### src/rtl/fp_align_if.sv
// Operand, control and result bundle between the FP adder alignment controller
// and its environment (operand source, mantissa shift register, adder stage).
interface fp_align_if #(
  parameter int MAN_W = 23,
  parameter int EXP_W = 8
);
  localparam int OP_W = 1 + EXP_W + MAN_W;

  logic             start;
  logic [OP_W-1:0]  a;
  logic [OP_W-1:0]  b;
  logic             sr_q0;
  logic [MAN_W-1:0] sr_data;
  logic             sr_F;
  logic             sr_load;
  logic             sr_shift;
  logic             sr_clear;
  logic             busy;
  logic             done;
  logic [MAN_W:0]   big_mant;
  logic [EXP_W-1:0] exp_out;
  logic             sign_big;
  logic             sign_small;
  logic             swapped;
  logic             sticky;

  modport master (
    output start, a, b, sr_q0,
    input  sr_data, sr_F, sr_load, sr_shift, sr_clear, busy, done,
    input  big_mant, exp_out, sign_big, sign_small, swapped, sticky
  );

  modport slave (
    input  start, a, b, sr_q0,
    output sr_data, sr_F, sr_load, sr_shift, sr_clear, busy, done,
    output big_mant, exp_out, sign_big, sign_small, swapped, sticky
  );
endinterface

### src/rtl/fp_align_ctrl.sv
// Exponent compare and mantissa alignment controller: selects the larger operand,
// loads the smaller mantissa into the shift register and issues the alignment shifts.
module fp_align_ctrl #(
  parameter int MAN_W     = 23,
  parameter int EXP_W     = 8,
  parameter int MAX_SHIFT = 24
) (
  input  logic      clk,
  input  logic      clear,
  fp_align_if.slave bus
);
  localparam int OP_W  = 1 + EXP_W + MAN_W;
  localparam int CNT_W = $clog2(MAX_SHIFT + 1);

  typedef enum logic [2:0] {
    ST_IDLE    = 3'd0,
    ST_COMPARE = 3'd1,
    ST_LOAD    = 3'd2,
    ST_SHIFT   = 3'd3,
    ST_DONE    = 3'd4
  } state_t;

  state_t           state_r;
  logic [OP_W-1:0]  a_r;
  logic [OP_W-1:0]  b_r;
  logic [CNT_W-1:0] count_r;
  logic             sticky_r;
  logic [MAN_W:0]   big_mant_r;
  logic [EXP_W-1:0] exp_out_r;
  logic             sign_big_r;
  logic             sign_small_r;
  logic             swapped_r;
  logic [MAN_W-1:0] sr_data_r;
  logic             sr_f_r;

  logic [EXP_W-1:0] exp_a_s, exp_b_s, exp_big_s, exp_small_s, diff_s;
  logic [MAN_W-1:0] frac_a_s, frac_b_s, frac_big_s, frac_small_s;
  logic             b_big_s, sign_big_s, sign_small_s;

  // Operand selection: larger exponent wins, ties go to the larger fraction, full ties to A.
  always_comb begin
    exp_a_s  = a_r[OP_W-2 -: EXP_W];
    exp_b_s  = b_r[OP_W-2 -: EXP_W];
    frac_a_s = a_r[MAN_W-1:0];
    frac_b_s = b_r[MAN_W-1:0];
    b_big_s  = (exp_b_s > exp_a_s) || ((exp_b_s == exp_a_s) && (frac_b_s > frac_a_s));
    if (b_big_s) begin
      exp_big_s    = exp_b_s;
      exp_small_s  = exp_a_s;
      frac_big_s   = frac_b_s;
      frac_small_s = frac_a_s;
      sign_big_s   = b_r[OP_W-1];
      sign_small_s = a_r[OP_W-1];
    end else begin
      exp_big_s    = exp_a_s;
      exp_small_s  = exp_b_s;
      frac_big_s   = frac_a_s;
      frac_small_s = frac_b_s;
      sign_big_s   = a_r[OP_W-1];
      sign_small_s = b_r[OP_W-1];
    end
    diff_s = exp_big_s - exp_small_s;
  end

  // Control FSM and result registers; clear aborts any operation without a done pulse.
  always_ff @(posedge clk) begin
    if (clear) begin
      state_r      <= ST_IDLE;
      a_r          <= '0;
      b_r          <= '0;
      count_r      <= '0;
      sticky_r     <= 1'b0;
      big_mant_r   <= '0;
      exp_out_r    <= '0;
      sign_big_r   <= 1'b0;
      sign_small_r <= 1'b0;
      swapped_r    <= 1'b0;
      sr_data_r    <= '0;
      sr_f_r       <= 1'b0;
    end else begin
      case (state_r)
        ST_IDLE: begin
          if (bus.start) begin
            a_r     <= bus.a;
            b_r     <= bus.b;
            state_r <= ST_COMPARE;
          end else begin
            state_r <= ST_IDLE;
          end
        end
        ST_COMPARE: begin
          swapped_r    <= b_big_s;
          big_mant_r   <= {(exp_big_s != {EXP_W{1'b0}}), frac_big_s};
          exp_out_r    <= exp_big_s;
          sign_big_r   <= sign_big_s;
          sign_small_r <= sign_small_s;
          sr_data_r    <= frac_small_s;
          sr_f_r       <= (exp_small_s != {EXP_W{1'b0}});
          // Beyond MAX_SHIFT the register is already empty; further shifts add nothing.
          if (diff_s > EXP_W'(MAX_SHIFT)) begin
            count_r <= CNT_W'(MAX_SHIFT);
          end else begin
            count_r <= CNT_W'(diff_s);
          end
          sticky_r <= 1'b0;
          state_r  <= ST_LOAD;
        end
        ST_LOAD: begin
          if (count_r == {CNT_W{1'b0}}) begin
            state_r <= ST_DONE;
          end else begin
            state_r <= ST_SHIFT;
          end
        end
        ST_SHIFT: begin
          sticky_r <= sticky_r | bus.sr_q0;
          count_r  <= count_r - {{(CNT_W-1){1'b0}}, 1'b1};
          if (count_r == {{(CNT_W-1){1'b0}}, 1'b1}) begin
            state_r <= ST_DONE;
          end else begin
            state_r <= ST_SHIFT;
          end
        end
        ST_DONE: begin
          state_r <= ST_IDLE;
        end
        default: begin
          state_r <= ST_IDLE;
        end
      endcase
    end
  end

  assign bus.sr_clear   = clear | (state_r == ST_COMPARE);
  assign bus.sr_load    = (state_r == ST_LOAD);
  assign bus.sr_shift   = (state_r == ST_SHIFT);
  assign bus.busy       = (state_r != ST_IDLE);
  assign bus.done       = (state_r == ST_DONE);
  assign bus.sr_data    = sr_data_r;
  assign bus.sr_F       = sr_f_r;
  assign bus.big_mant   = big_mant_r;
  assign bus.exp_out    = exp_out_r;
  assign bus.sign_big   = sign_big_r;
  assign bus.sign_small = sign_small_r;
  assign bus.swapped    = swapped_r;
  assign bus.sticky     = sticky_r;
endmodule

### src/flat_wrapper.sv
// flat-port wrapper written by rule: the top's interface ports become plain ports
module fp_align_ctrl_flat 
#(
  parameter int MAN_W     = 23,
  parameter int EXP_W     = 8,
  parameter int MAX_SHIFT = 24
)
  (clk, clear, bus_start, bus_a, bus_b, bus_sr_q0, bus_sr_data, bus_sr_F, bus_sr_load, bus_sr_shift, bus_sr_clear, bus_busy, bus_done, bus_big_mant, bus_exp_out, bus_sign_big, bus_sign_small, bus_swapped, bus_sticky);
  fp_align_if #(.MAN_W(MAN_W), .EXP_W(EXP_W)) bus_i ();
  input  logic clk;
  input  logic clear;
  input wire logic [$bits(bus_i.start)-1:0] bus_start;
  input wire logic [$bits(bus_i.a)-1:0] bus_a;
  input wire logic [$bits(bus_i.b)-1:0] bus_b;
  input wire logic [$bits(bus_i.sr_q0)-1:0] bus_sr_q0;
  output wire logic [$bits(bus_i.sr_data)-1:0] bus_sr_data;
  output wire logic [$bits(bus_i.sr_F)-1:0] bus_sr_F;
  output wire logic [$bits(bus_i.sr_load)-1:0] bus_sr_load;
  output wire logic [$bits(bus_i.sr_shift)-1:0] bus_sr_shift;
  output wire logic [$bits(bus_i.sr_clear)-1:0] bus_sr_clear;
  output wire logic [$bits(bus_i.busy)-1:0] bus_busy;
  output wire logic [$bits(bus_i.done)-1:0] bus_done;
  output wire logic [$bits(bus_i.big_mant)-1:0] bus_big_mant;
  output wire logic [$bits(bus_i.exp_out)-1:0] bus_exp_out;
  output wire logic [$bits(bus_i.sign_big)-1:0] bus_sign_big;
  output wire logic [$bits(bus_i.sign_small)-1:0] bus_sign_small;
  output wire logic [$bits(bus_i.swapped)-1:0] bus_swapped;
  output wire logic [$bits(bus_i.sticky)-1:0] bus_sticky;
  assign bus_i.start = bus_start;
  assign bus_i.a = bus_a;
  assign bus_i.b = bus_b;
  assign bus_i.sr_q0 = bus_sr_q0;
  assign bus_sr_data = bus_i.sr_data;
  assign bus_sr_F = bus_i.sr_F;
  assign bus_sr_load = bus_i.sr_load;
  assign bus_sr_shift = bus_i.sr_shift;
  assign bus_sr_clear = bus_i.sr_clear;
  assign bus_busy = bus_i.busy;
  assign bus_done = bus_i.done;
  assign bus_big_mant = bus_i.big_mant;
  assign bus_exp_out = bus_i.exp_out;
  assign bus_sign_big = bus_i.sign_big;
  assign bus_sign_small = bus_i.sign_small;
  assign bus_swapped = bus_i.swapped;
  assign bus_sticky = bus_i.sticky;
  fp_align_ctrl #(.MAN_W(MAN_W), .EXP_W(EXP_W), .MAX_SHIFT(MAX_SHIFT)) u_core (.clk(clk), .clear(clear), .bus(bus_i));
endmodule
### config.mk
export PLATFORM = sky130hd
export DESIGN_NAME = fp_align_ctrl_flat
export DESIGN_NICKNAME = d
export VERILOG_FILES = /design/src/rtl/fp_align_if.sv /design/src/rtl/fp_align_ctrl.sv /design/src/flat_wrapper.sv
export SDC_FILE = /design/constraint.sdc
export NUM_CORES = 1
export LEC_CHECK = 0
export CAP_MARGIN = 10
export CORE_ASPECT_RATIO = 0.5
export CORE_UTILIZATION = 35
export DETAILED_ROUTE_END_ITERATION = 16
export PLACE_DENSITY_LB_ADDON = 0.25
export SLEW_MARGIN = 0
export SYNTH_ARGS = -nofsm -noshare
export SYNTH_HDL_FRONTEND = slang
export SYNTH_SLANG_ARGS = --single-unit
export TNS_END_PERCENT = 50
### constraint.sdc
create_clock -name clk -period 5.2 [get_ports clk]
set_clock_uncertainty 0.1 [all_clocks]
set_input_delay 0.52 -clock clk [delete_from_list [all_inputs] [get_ports clk]]
set_output_delay 0.52 -clock clk [all_outputs]
set_load 0.005 [all_outputs]
# == After elaboration in Yosys (flattened, before gate mapping) ==
# Index checks and enable logic that the tools add are counted.
# W data, S select, Z words.
# word_totals
reg_bits,132
output_inout_bits,65
in_bits,68
# op_classes
n_lt_le_gt_ge,3
n_reduce_logical,9
n_mux,13
bitwise,2
add_sub_neg,2
n_eq_ne,6
# ops
cell,n
$mux W23,2
$gt A23 B23 Y1,1
$mux W8,2
$reduce_bool A8 Y1,2
$pmux W3 S4,1
$pmux W5 S2,1
$eq A8 B8 Y1,1
$gt A8 B5 Y1 const B,1
$gt A8 B8 Y1,1
$sub A8 B8 Y8,1
$eq A3 B2 Y1 const B,2
$mux W3,2
$eq A5 B1 Y1 const B,1
$logic_not A5 Y1,1
$mux W5,1
$sub A5 B1 Y5 const B,1
$eq A3 B1 Y1 const B,1
$eq A3 B3 Y1 const B,1
$logic_not A3 Y1,1
$mux W1,3
$reduce_bool A3 Y1,1
$or A1 B1 Y1,2
$pmux W1 S2,1
$reduce_and A2 Y1,1
3 further kinds,3

# == Longest topological paths before layout ==
# depth
word_depth,8
mapped_depth,16
mapped_depth_nobuf,13

# == Worst setup path before layout ==
# Ideal clock, no wire load.
# synth_timing
kind,register to register
startpoint,register u_core.a_r[26]
endpoint,register u_core.count_r[2]
period_less_slack_ns,3.607
t_arrival_ns,3.438
stages_incl_launch_ff,17
n_path_buf,3
required_ns,5.030
path_slack_ns,1.593
path_cell_list,dfxtp_1 > inv_1 > ha_1 > clkbuf_1 > nand4_1 > or2_1 > buf_6 > and2_4 > or3_4 > o31ai_4 > buf_4 > nor3_1 > a2111oi_0 > nor3_1 > and3_1 > or4b_1 > a21oi_1
# synth_via
elab_chain_len,8
elab_cells_between_ends,10
# synth_lines
item,line_no,source
start: declaration,fp_align_ctrl.sv:24,logic [OP_W-1:0] a_r;
start signal: assignment,fp_align_ctrl.sv:84,a_r <= bus.a;
branches (longest 4 deep; another with $gt A8 B8 Y1),-,
$sub A8 B8 Y8 *,fp_align_ctrl.sv:62,diff_s = exp_big_s - exp_small_s;
$gt A8 B5 Y1,fp_align_ctrl.sv:100,if (diff_s > EXP_W'(MAX_SHIFT)) begin
$mux W5 *,fp_align_ctrl.sv:100,
$pmux W5 S2 *,fp_align_ctrl.sv:81,case (state_r)
end signal: assignment,fp_align_ctrl.sv:101,count_r <= CNT_W'(MAX_SHIFT);
end signal: assignment,fp_align_ctrl.sv:103,count_r <= CNT_W'(diff_s);
end signal: assignment,fp_align_ctrl.sv:117,"count_r <= count_r - {{(CNT_W-1){1'b0}}, 1'b1};"
end: declaration,fp_align_ctrl.sv:26,logic [CNT_W-1:0] count_r;
# Mark *: on every way between the ends.
# A chain may end at the register's enable or synchronous reset.

# == Worst setup path after layout ==
# layout_timing
startpoint,register u_core.a_r[20]
endpoint,register u_core.count_r[2]
# layout_via
elab_chain_len,8
elab_cells_between_ends,9
# layout_lines
item,line_no,source
$gt A23 B23 Y1 *,fp_align_ctrl.sv:46,b_big_s = (exp_b_s > exp_a_s) || ((exp_b_s == exp_a_s) && (frac_b_s > frac_a_s));
$logic_and A1 B1 Y1 *,fp_align_ctrl.sv:46,
$logic_or A1 B1 Y1 *,fp_align_ctrl.sv:46,
$mux W8,fp_align_ctrl.sv:47,if (b_big_s) begin
$sub A8 B8 Y8 *,fp_align_ctrl.sv:62,
$gt A8 B5 Y1,fp_align_ctrl.sv:100,
$mux W5 *,fp_align_ctrl.sv:100,
$pmux W5 S2 *,fp_align_ctrl.sv:81,
# Mark *: on every way between the ends. The rest lies on a longest branch, timed or not.

==> flow_metrics.tcl <==
set metrics [dict create \
    status "completed" \
    grt_pass1_vias 5576 \
    antenna_found_initial 0 \
    drc 0 \
    critPathRequiredTime_ns 5.45 \
    final_max_slew_viol_count 0 \
    place_area_mm2 0.00794 \
    die-width_um 195 \
    crit_fanout 13 \
    power_leakage_uw 0.00320 \
    drtPass1Iterations 4 \
    cts-hold-fix-buffers 0 \
    design.die.area_mm2 0.0191 \
    clk_pin_slew_ns 0.06 \
    cap_violations 0 \
    fp.dieH_um 98.3 \
    synth_compound_area_frac 0.203 \
    antenna_cells 0 \
    cts.sinks 132 \
    power_uw 4140 \
    synth_top_family_by_area "compound AO/OA/AOI/OAI gates" \
    synth-edff-count 0 \
    worstPathArrival_ns 4.58 \
    drive_gt1_frac 0.0522 \
    ir_worst_vdd_mv 0.362 \
    finalHoldViolations 0 \
    synth_top_area_cell "dfxtp_1" \
    hold_class "reg2reg" \
    cts_tree "built" \
    yosys.area.top_type_share 0.407 \
    synthTopCellsByCount "nand2_1 (146), dfxtp_1 (132), a21oi_1 (118), nor2_1 (97), a211oi_1 (61)" \
    core_mm2 0.0177 \
    cts_max_path_buffers 2 \
    synth-seq-cells 132 \
    wire_per_inst_um 14.4 \
    drt_wl_total_um 16900 \
    post_cts_buffers 0 \
    synth_fa_ha_area_frac 0.0636 \
    grt_overflow_total 0 \
    synth-xor-area-share 0.0121 \
    fmax_mhz 231 \
    setup_viol 0 \
    via_per_inst 5.09 \
    synth.most_common_cell "nand2_1" \
    final_cell_area_mm2 0.00854 \
    period_share 0.832 \
    num_vias 5964 \
    setup_tns_ns 0 \
    ios 133 \
    start_util 0.366 \
    rows 34 \
    place.gp.congestion 0.882 \
    setup.worst_path.start_class "flop" \
    yosys_warnings 0 \
    final_antenna_net_count 0 \
    postSynthAreaPerCell_um2 7.89 \
    track_usage 0.179 \
    path_class "reg2reg" \
    power_density_mw_per_mm2 485 \
    syn_area_mm2 0.00649 \
    worst_pin_slew_ns 1.09 \
    synth_area_leaders "dfxtp_1 (41%), a21oi_1 (9.1%), nand2_1 (8.4%), a211oi_1 (7.1%), ha_1 (6.4%)" \
    cts_root_buffer "clkbuf_16" \
    synth.area.mux_share 0.0573 \
    slew_headroom 0.275 \
    finalCriticalPeriod_ns 4.33 \
    critPathCaptureType "flop" \
    postSynthCellCount 823 \
    grt_max_degree 111 \
    numCtsBuffers 17 \
    first_iter_violations 297 \
    rsz0062_at_grt "false" \
    ys_types 47 \
    layout.nets 1026 \
    synthSimpleGateAreaFrac 0.201 \
    ys_seq_area_frac 0.407 \
    ys_async_sr_fraction 0 \
    grt_pass1_wl_um 27500 \
    syn_nets 924 \
    cts-htree-levels 4 \
    syn_to_final_growth_pct 31.6 \
    synth_ff_type "dfxtp_1" \
    clkLatencyLatePin_ns 0.42 \
    cts_resized 0 \
    dp_hpwl_um 11700 \
    port_buffers 132 \
]
## worst max-delay path, cell delays in order (launching register included)
cell and delay, ns:
dfxtp_1 0.34, inv_1 0.06, ha_1 0.30, nand4_1 0.23, nor4_1 0.71, a21oi_1 0.16, or3_4 0.43, o31ai_4 0.18
mux2i_1 0.25, a22o_1 0.25, a2111oi_2 0.35, a31oi_1 0.17, or4b_1 0.58, a21oi_1 0.14
## kinds of logic (layout without fill, tap and decap cells)
logic type               count (synthesis)  after routing
buffers and inverters                   93            208
multiplexers                            37             37
flip-flops                             132            132
XOR/XNOR                                 9              9
adder cells (fa/ha/maj)                 33             33
AO/OA/AOI/OAI                          215            215
AND/OR/NAND/NOR                        304            304
## cell usage in the layout, fill, tap and decap left out, drive strengths merged, types with 8 or more instances in the layout
| cell | Yosys | layout |
|---|---|---|
| nand4 | 8 | 8 |
| nor2 | 97 | 97 |
| a21oi | 118 | 118 |
| clkdlybuf4s50 | 0 | 131 |
| inv | 38 | 42 |
| nand2 | 146 | 146 |
| nor2b | 10 | 10 |
| nand3 | 10 | 10 |
| dfxtp | 132 | 132 |
| clkbuf | 48 | 17 |
| mux2i | 36 | 36 |
| o21ai | 13 | 13 |
| ha | 33 | 33 |
| a211oi | 61 | 61 |
## layer usage
| layer | vias to the layer above | part of all wire | track usage |
|---|---|---|---|
| met2 | 92 | 0.47 | 0.302 |
| met5 | - | 0 | 0 |
| met1 | 2781 | 0.48 | 0.228 |
| met4 | 0 | 0.015 | 0.0659 |
| li1 | 3073 | - | - |
| met3 | 18 | 0.031 | 0.0349 |
## registers in the layout (all words and copies together), names as in the netlist
signal                 cells
u_core.bus.sticky          1
u_core.bus.sr_data        23
u_core.bus.sign_small      1
u_core.bus.sr_F            1
u_core.bus.big_mant       24
u_core.bus.swapped         1
u_core.b_r                32
u_core.bus.sign_big        1
u_core.a_r                32
u_core.bus.exp_out         8
u_core.count_r             5
u_core.state_r             3
## worst paths after layout
| kind | startpoint | end | slack, ns | cells after the start |
|---|---|---|---|---|
| worst max-delay path | u_core.a_r[20] | u_core.count_r[2] | 0.87 | 13 |
| worst min-delay path | u_core.bus.sr_F | u_core.bus.sr_F | 0.36 | 2 |
| worst max register to register | u_core.a_r[20] | u_core.count_r[2] | 0.87 | 13 |
| worst min register to register | u_core.bus.sr_F | u_core.bus.sr_F | 0.36 | 2 |
## layout make-up
class	instances	area, µm²
Sequential cell	132	2640
Timing Repair Buffer	138	1360
Inverter	38	143
Clock inverter	15	180
Tap cell	234	293
Fill cell	1735	9200
Clock buffer	17	425
Multi-Input combinational cell	598	3500
## where the power goes
part	switching (µW)	internal, µW	total [µW]
sequential	129	1180	1310
clock	484	758	1240
combinational	889	699	1590
## per-stage QoR
step | std cells | utilization | hold slack (ns) | setup WS (ns)
after floorplan | 823 | - | 0.348 | 1.59
after detailed placement | 1140 | 0.447 | 0.355 | 0.962
final | 1172 | 0.482 | 0.361 | 0.873
after global placement | 1140 | 0.447 | 0.345 | 0.996
after CTS | 1172 | 0.482 | 0.369 | 0.925
after global routing | 1172 | 0.482 | 0.390 | 0.524
Power figures use the tool's default switching activity.
